==> config.mk <==
export PLATFORM = sky130hd
export DESIGN_NAME = hazard_ctrl
export DESIGN_NICKNAME = d
export VERILOG_FILES = /design/src/rtl/hazard_pkg.sv /design/src/rtl/hazard_ctrl_forward_sel.sv /design/src/rtl/hazard_ctrl.sv
export SDC_FILE = /design/constraint.sdc
export NUM_CORES = 1
export LEC_CHECK = 0
export BUFFER_PORTS_ARGS = -buffer_cell sky130_fd_sc_hd__buf_2
export CORE_MARGIN = 1
export CORE_UTILIZATION = 30
export DETAILED_ROUTE_END_ITERATION = 8
export GPL_TIMING_DRIVEN = 0
export PLACE_DENSITY = 0.77
export SKIP_LAST_GASP = 1
export SLEW_MARGIN = 5
export SYNTH_ARGS = -nofsm -noshare
export SYNTH_HDL_FRONTEND = slang
export SYNTH_SLANG_ARGS = --single-unit
==> constraint.sdc <==
create_clock -name clk -period 1.05 [get_ports clk]
set_input_delay 0.0525 -clock clk [delete_from_list [all_inputs] [get_ports clk]]
set_output_delay 0.0525 -clock clk [all_outputs]
set_load 0.005 [all_outputs]
==> src/rtl/hazard_pkg.sv <==
// hazard_pkg: shared definitions for the pipeline hazard controller.
//   REG_W           register-index width
//   fwd_e           ALU operand forwarding select encodings
//   mem_state_e     data-memory handshake FSM states
package hazard_pkg;

  localparam int REG_W = 5;

  typedef enum logic [1:0] {
    FWD_NONE = 2'b00,
    FWD_WB   = 2'b01,
    FWD_MEM  = 2'b10
  } fwd_e;

  typedef enum logic {
    ST_RUN  = 1'b0,
    ST_WAIT = 1'b1
  } mem_state_e;

endpackage

==> src/rtl/hazard_ctrl_forward_sel.sv <==
// forward_sel: forwarding source select for one Execute-stage source register.
// Ports:
//   rs          in   source register index in Execute
//   rd_m        in   destination register of the Memory-stage instruction
//   reg_write_m in   Memory-stage register-write enable
//   rd_w        in   destination register of the Writeback-stage instruction
//   reg_write_w in   Writeback-stage register-write enable
//   sel         out  operand source (FWD_NONE / FWD_WB / FWD_MEM)
import hazard_pkg::*;

module forward_sel (
  input  logic [REG_W-1:0] rs,
  input  logic [REG_W-1:0] rd_m,
  input  logic             reg_write_m,
  input  logic [REG_W-1:0] rd_w,
  input  logic             reg_write_w,
  output logic [1:0]       sel
);

  // Memory holds the younger result, so it wins when both stages match.
  // x0 is never forwarded: it always reads as zero.
  always_comb begin
    sel = FWD_NONE;
    if (reg_write_m && (rd_m != '0) && (rd_m == rs)) begin
      sel = FWD_MEM;
    end else if (reg_write_w && (rd_w != '0) && (rd_w == rs)) begin
      sel = FWD_WB;
    end
  end

endmodule

==> src/rtl/hazard_ctrl.sv <==
// hazard_ctrl: stall / flush / forwarding control for the 5-stage RISC-V core,
// plus the req/ack handshake that freezes the pipeline during a data-memory access.
// Optional feature macro: HAZARD_PERF_EN (enables the stall/flush performance counters;
// when undefined the counter ports are tied to zero).
// Ports:
//   clk, reset                          core clock, synchronous active-high reset
//   Rs1D, Rs2D                          Decode source registers
//   Rs1E, Rs2E, RdE                     Execute source / destination registers
//   RdM, RdW, RegWriteM, RegWriteW      Memory / Writeback destinations and write enables
//   ResultSrcE0                         Execute instruction is a load
//   PCSrcE                              taken branch / jump resolved in Execute
//   MemAccessM, dmem_ack, dmem_req      data-memory access handshake
//   StallF/D/E/M, FlushD/E/W            pipeline register hold / clear controls
//   ForwardAE, ForwardBE                ALU operand forwarding selects
//   stall_cycles, flush_events          performance counters
//
// state   | meaning
// --------+-------------------------------------------------------------
// ST_RUN  | no access outstanding; a new access may be issued this cycle
// ST_WAIT | access issued in an earlier cycle, waiting for dmem_ack
import hazard_pkg::*;

module hazard_ctrl #(
  parameter int XLEN = 32
) (
  input  logic             clk,
  input  logic             reset,
  input  logic [REG_W-1:0] Rs1D,
  input  logic [REG_W-1:0] Rs2D,
  input  logic [REG_W-1:0] Rs1E,
  input  logic [REG_W-1:0] Rs2E,
  input  logic [REG_W-1:0] RdE,
  input  logic [REG_W-1:0] RdM,
  input  logic [REG_W-1:0] RdW,
  input  logic             RegWriteM,
  input  logic             RegWriteW,
  input  logic             ResultSrcE0,
  input  logic             PCSrcE,
  input  logic             MemAccessM,
  input  logic             dmem_ack,
  output logic             dmem_req,
  output logic             StallF,
  output logic             StallD,
  output logic             StallE,
  output logic             StallM,
  output logic             FlushD,
  output logic             FlushE,
  output logic             FlushW,
  output logic [1:0]       ForwardAE,
  output logic [1:0]       ForwardBE,
  output logic [XLEN-1:0]  stall_cycles,
  output logic [XLEN-1:0]  flush_events
);

  mem_state_e state, state_next;
  logic       lw_stall;
  logic       mem_stall;
  logic       req_raw;
  logic [1:0] fwd_a;
  logic [1:0] fwd_b;

  forward_sel u_fwd_a (
    .rs          (Rs1E),
    .rd_m        (RdM),
    .reg_write_m (RegWriteM),
    .rd_w        (RdW),
    .reg_write_w (RegWriteW),
    .sel         (fwd_a)
  );

  forward_sel u_fwd_b (
    .rs          (Rs2E),
    .rd_m        (RdM),
    .reg_write_m (RegWriteM),
    .rd_w        (RdW),
    .reg_write_w (RegWriteW),
    .sel         (fwd_b)
  );

  assign lw_stall  = ResultSrcE0 && (RdE != '0) && ((RdE == Rs1D) || (RdE == Rs2D));
  // The stall is independent of FSM state: the Memory instruction simply
  // cannot retire until its ack arrives.
  assign mem_stall = MemAccessM && !dmem_ack;

  always_ff @(posedge clk) begin
    if (reset) begin
      state <= ST_RUN;
    end else begin
      state <= state_next;
    end
  end

  always_comb begin
    state_next = state;
    req_raw    = 1'b0;
    case (state)
      ST_RUN: begin
        req_raw = MemAccessM;
        if (MemAccessM && !dmem_ack) state_next = ST_WAIT;
      end
      ST_WAIT: begin
        req_raw = 1'b1;
        if (dmem_ack) state_next = ST_RUN;
      end
      default: state_next = ST_RUN;
    endcase
  end

  // Memory stall dominates: Execute is frozen, so a pending PCSrcE is still
  // present in the ack cycle and its flush is taken then.
  always_comb begin
    dmem_req  = req_raw;
    StallF    = lw_stall | mem_stall;
    StallD    = lw_stall | mem_stall;
    StallE    = mem_stall;
    StallM    = mem_stall;
    FlushD    = PCSrcE & !mem_stall;
    FlushE    = (lw_stall | PCSrcE) & !mem_stall;
    FlushW    = mem_stall;
    ForwardAE = fwd_a;
    ForwardBE = fwd_b;
    if (reset) begin
      dmem_req  = 1'b0;
      StallF    = 1'b0;
      StallD    = 1'b0;
      StallE    = 1'b0;
      StallM    = 1'b0;
      FlushD    = 1'b1;
      FlushE    = 1'b1;
      FlushW    = 1'b1;
      ForwardAE = FWD_NONE;
      ForwardBE = FWD_NONE;
    end
  end

`ifdef HAZARD_PERF_EN
  localparam logic [XLEN-1:0] CNT_ONE = XLEN'(1);

  logic [XLEN-1:0] stall_cnt;
  logic [XLEN-1:0] flush_cnt;

  always_ff @(posedge clk) begin
    if (reset) begin
      stall_cnt <= '0;
      flush_cnt <= '0;
    end else begin
      if (StallF) stall_cnt <= stall_cnt + CNT_ONE;
      if (FlushE) flush_cnt <= flush_cnt + CNT_ONE;
    end
  end

  assign stall_cycles = stall_cnt;
  assign flush_events = flush_cnt;
`else
  assign stall_cycles = '0;
  assign flush_events = '0;
`endif

endmodule

==> results of run 1 <==
[per-stage QoR]
step	instances	TNS, ns	worst slack, ns
6_report	300	-1.24	-0.285
5_1_grt	300	-1.64	-0.374
4_1_cts	297	-1.16	-0.290
3_5_place_dp	294	-1.48	-0.331
3_3_place_gp	294	-1.43	-0.341
2_1_floorplan	197	-0.0885	-0.0442
[worst paths after layout]
path / end / cells past startpoint / start
max reg2reg: state$_SDFF_PP0_ / 2 / state$_SDFF_PP0_
max: ForwardBE[0] / 5 / RdW[3]
min reg2reg: state$_SDFF_PP0_ / 2 / state$_SDFF_PP0_
min: state$_SDFF_PP0_ / 2 / dmem_ack
[cell usage after synthesis, types with 2 or more instances]
cell      instances
xor2_1           20
nor4_2            2
buf_4            66
nand2_1           2
nand3_1           2
nor4_1            2
nand2b_1          2
xnor2_1          10
or4_1             5
inv_1             2
o31ai_1           2
nor2_1            5
nor3_1            5
[power by group]
part	switching, mW	internal (mW)	leakage [nW]	total (mW)
clock network	0	0	0	0
logic	0.245	0.351	1.01	0.596
registers	0.000456	0.0406	0.00823	0.0411
total	0.245	0.391	1.02	0.637
[layout make-up]
| cell class | instances | area (µm²) |
|---|---|---|
| buffer | 67 | 509 |
| fill | 313 | 1370 |
| inverter | 2 | 7.51 |
| multi-input combinational | 127 | 761 |
| sequential | 1 | 20.0 |
| tap | 44 | 55.1 |
| timing repair buffer | 59 | 379 |
[timing repair]
action | CTS | global route
hold buffers | 0 | 0
endpoints found under the setup margin | 7 | 7
resized for setup | 21 | 9
cloned | 0 | 0
buffers inserted | 3 | 3
pin swaps | 9 | 5
[metal layers]
metal  wire (µm)  part of all wire, %  track usage [%]  vias to the layer above
li1            -                    -                -                      547
met3         261                   11             1.09                        0
met1         764                   33             11.7                      413
met2        1310                   56             24.6                       63
met4           0                    0                0                        0
met5           0                    0                0                        -
[worst register-to-register path: stages, from the launching register on]
cell and delay (ns):
dfxtp_1 0.28, nor2_1 0.11, nor3_1 0.06
[cell families after synthesis]
group / after synthesis / share of synthesized area (%)
AO/OA/AOI/OAI: 7 / 4.65
XOR/XNOR: 30 / 26.4
buffers and inverters: 69 / 50.9
flip-flops: 1 / 2.01
other: 1 / 0.377
AND/OR/NAND/NOR: 26 / 15.6
==> results.toml, run 1 <==
[power]
leakage_nw = 1.02
finalPower_mw = 0.637
peakVddDrop_mv = 0.184
power_density_nw_per_um2 = 368

[drt]
viasPerCell = 3.41
routedWlPerCell_um = 7.78
postRouteAntennaNets = 0
drt_wl_total_um = 2340
drc_errors = 0
firstDrtPassIters = 4
drtIter0Drc = 20
vias = 1023

[layout]
final_cell_mix = "buf_4, conb_1, buf_2, xor2_1, xnor2_1"
antennaDiodeCount = 0
num-nets-final = 301
reg.largest.list = "state: 1 flops"
fin_area_um2 = 1730
largest_reg_flops = 1
regMostFlops = "state"
drive_gt1_share_pct = 53.9
final_common_cell = "buf_4"
final_core_util_pct = 55.8
syn_to_final_growth_pct = 74.1

[die]
ioPinCount = 119
die_area_um2 = 3550
core_um2 = 3100
die_width_um = 59.6
die_h_um = 59.6
start_util_pct = 32.1
rows = 20

[grt]
grt-ovfl-total = 0
grt_pass1_vias = 757
antenna_found_initial = 0
track_usage_pct = 11.2
grt_pass1_wl_um = 3190
grt_max_degree = 10

[logic_synthesis]
synth_edf_count = 0
syn_avg_cell_area_um2 = 7.42
synthTopCellsByArea = "buf_4, xor2_1, xnor2_1"
ys_types = 22
ys_seq_elements = 1
syn_area_um2 = 995
async_flop_share_pct = 0
yosysTopAreaCellShare_pct = 49.8
yosysTopAreaCell = "buf_4"
synthFlopType = "dfxtp_1"
ys_seq_area_share_pct = 2.01
synth_cells = 134
ys_warn_count = 0

[setup_path]
crit_fanout = 3
critPathTopFamily = "simple AND/OR/NAND/NOR gates"
path_class = "input port to output port"
slowest_delay_ns = 0.54
timing.critical_path.to_type = "output port"
start_kind = "input port"
path_buf_inv = 2
reg2reg_slack_ns = 0.49
path_common_cell = "buf_2"
worstPathCellList = "buf_2, xor2_1, or4_1, nor4_2, buf_2"
required_ns = 1.00
crit_path_top_delay_cell = "or4_1"
crit_arrival_ns = 1.28

[sta]
post-route-min-period_ns = 1.34
finalCritPeriodShare_pct = 127
timing.hold.ws_ns = 0.236
hold_viol = 0
report.final.slew_viol_count = 0
fin_ws_ns = -0.285
fin_skew_ns = 0
setup_viol = 7
fmax_ghz = 0.749
rsz0062_at_grt = "true"

[clock_tree]
path_clk_slew_ns = 0
worst_skew_pair.late_latency_ns = 0

[placed_design]
dp_hpwl_um = 2090
gp_congestion = 0.730
dpl-instance-area_um2 = 1560
port_buffers = 53

[hold_path]
hp-class = "input port to register"

[outcome]
outcome = "finished with violations"
violations = "setup timing"

[job]
maxCapViolCount = 0
No activity file was read; power rests on OpenSTA's default activity.
==> run 2: changes to the inputs <==
--- a/config.mk
+++ b/config.mk
@@ -6,11 +6,13 @@
 export NUM_CORES = 1
 export LEC_CHECK = 0
 export BUFFER_PORTS_ARGS = -buffer_cell sky130_fd_sc_hd__buf_2
+export CELL_PAD_IN_SITES_DETAIL_PLACEMENT = 2
+export CELL_PAD_IN_SITES_GLOBAL_PLACEMENT = 2
 export CORE_MARGIN = 1
-export CORE_UTILIZATION = 30
+export CORE_UTILIZATION = 13
 export DETAILED_ROUTE_END_ITERATION = 8
 export GPL_TIMING_DRIVEN = 0
-export PLACE_DENSITY = 0.77
+export PLACE_DENSITY_LB_ADDON = 0.1
 export SKIP_LAST_GASP = 1
 export SLEW_MARGIN = 5
 export SYNTH_ARGS = -nofsm -noshare
==> run 2 against run 1 <==
  * The run still ends with setup timing left
  * Worst hold slack improved by 0.0021 ns
  * Routed wire length rose by 51%
  * Maximum frequency fell by 1.4%
  * Clock skew did not move
  * Global-route usage fell by 3.6 points
==> results.toml, run 2 (synthesis results as in run 1) <==
[sta]
rsz0062_at_grt = "true"
finalCritPeriodShare_pct = 129
fin_ws_ns = -0.304
hold_viol = 0
fin_tns_setup_ns = -1.57
fmax_ghz = 0.738
report.final.slew_viol_count = 0
setup_viol = 7
post-route-min-period_ns = 1.35
fin_skew_ns = 0

[die]
die_width_um = 89.5
die_area_um2 = 8010
start_util_pct = 13.6
rows = 31
ioPinCount = 119
die_h_um = 89.5
core_um2 = 7330

[setup_path]
worstReg2RegEnd = "state$_SDFF_PP0_"
critPathTopFamily = "simple AND/OR/NAND/NOR gates"
rr_startpoint = "state$_SDFF_PP0_"
worstPathCellList = "buf_2, xor2_1, or4_1, nor4_2, buf_2"
startpoint = "RdW[3]"
required_ns = 1.00
crit_path_top_delay_cell = "or4_1"
timing.critical_path.to_type = "output port"
slowest_delay_ns = 0.54
rr_worst_depth = 2
crit_arrival_ns = 1.30
crit_fanout = 3
path_class = "input port to output port"
start_kind = "input port"
path_buf_inv = 2
path_common_cell = "buf_2"
reg2reg_slack_ns = 0.48

[drt]
drtIter0Drc = 2
vias = 1085
drc_errors = 0
routedWlPerCell_um = 9.91
viasPerCell = 3.06
postRouteAntennaNets = 0
drt_wl_total_um = 3520
firstDrtPassIters = 2

[layout]
largest_reg_flops = 1
final_common_cell = "buf_4"
drive_gt1_share_pct = 55.1
regMostFlops = "state"
syn_to_final_growth_pct = 84.2
final_cell_mix = "buf_4, conb_1, buf_2, xor2_1, xnor2_1"
reg.largest.list = "state: 1 flops"
num-nets-final = 301
final_core_util_pct = 25.0
antennaDiodeCount = 0

[power]
leakage_nw = 1.02
finalPower_mw = 0.673
peakVddDrop_mv = 0.0702
power_density_nw_per_um2 = 368

[placed_design]
port_buffers = 53
dp_hpwl_um = 3240
pre_cts_slack_ns = -0.428
gp_congestion = 0.679

[grt]
grt_pass1_vias = 978
grt_max_degree = 10
track_usage_pct = 7.62
grt-ovfl-total = 0
grt_pass1_wl_um = 4880
antenna_found_initial = 0

[outcome]
violations = "setup timing"
outcome = "finished with violations"

[hold_path]
holdCritStartpoint = "dmem_ack"
hold_path_depth = 2
hp-class = "input port to register"
hold_end = "state$_SDFF_PP0_"

[job]
maxCapViolCount = 0

[clock_tree]
path_clk_slew_ns = 0
worst_skew_pair.late_latency_ns = 0
## run 2: power breakdown
group	switching [mW]	total (mW)	leakage (nW)	internal, mW
Combinational	0.275	0.632	1.01	0.357
Sequential	0.000444	0.0411	0.00823	0.0406
Clock	0	0	0	0
Total	0.275	0.673	1.02	0.398
## run 2: worst max-delay path by stage
stage / endpoint / slack [ns] / depth (start not counted)
global route: ForwardBE[0] / -0.40 / 5
floorplan: ForwardAE[0] / -0.04 / 5
finish: ForwardBE[0] / -0.30 / 5
global placement: ForwardBE[0] / -0.41 / 6
CTS: ForwardBE[0] / -0.34 / 5
detailed placement: ForwardBE[0] / -0.43 / 6
## run 2: final cells by class
type | count | area (µm²)
Inverter | 2 | 7.51
Tap cell | 99 | 124
Fill cell | 885 | 5500
Sequential cell | 1 | 20.0
Buffer | 67 | 509
Multi-Input combinational cell | 127 | 788
Timing Repair Buffer | 59 | 383
## run 2: worst register-to-register path: stages, from the launching register on
cell and delay [ns]:
dfxtp_1 0.28, nor2_1 0.12, nor3_1 0.06
## run 2: metal layers
| metal | vias up | wire, µm | GRT usage, % |
|---|---|---|---|
| met5 | - | 0 | 0 |
| met3 | 2 | 285 | 0.739 |
| li1 | 546 | - | - |
| met4 | 0 | 18 | 0 |
| met1 | 480 | 1360 | 9.48 |
| met2 | 57 | 1860 | 14.9 |
## run 2: metrics by stage
step	hold WS (ns)	std cells	instance area, µm²
detailed placement	0.240	349	1630
floorplan	0.131	197	1240
CTS	0.239	353	1780
global placement	0.234	349	1630
global route	0.254	355	1830
finish	0.238	355	1830
## run 2: repair_timing
item | 4_1_cts | 5_1_grt
endpoints found under the hold margin | 0 | 0
pin swaps | 9 | 6
setup buffers | 4 | 4
hold buffers | 0 | 0
resized for setup | 28 | 9
endpoints found under the setup margin | 7 | 7
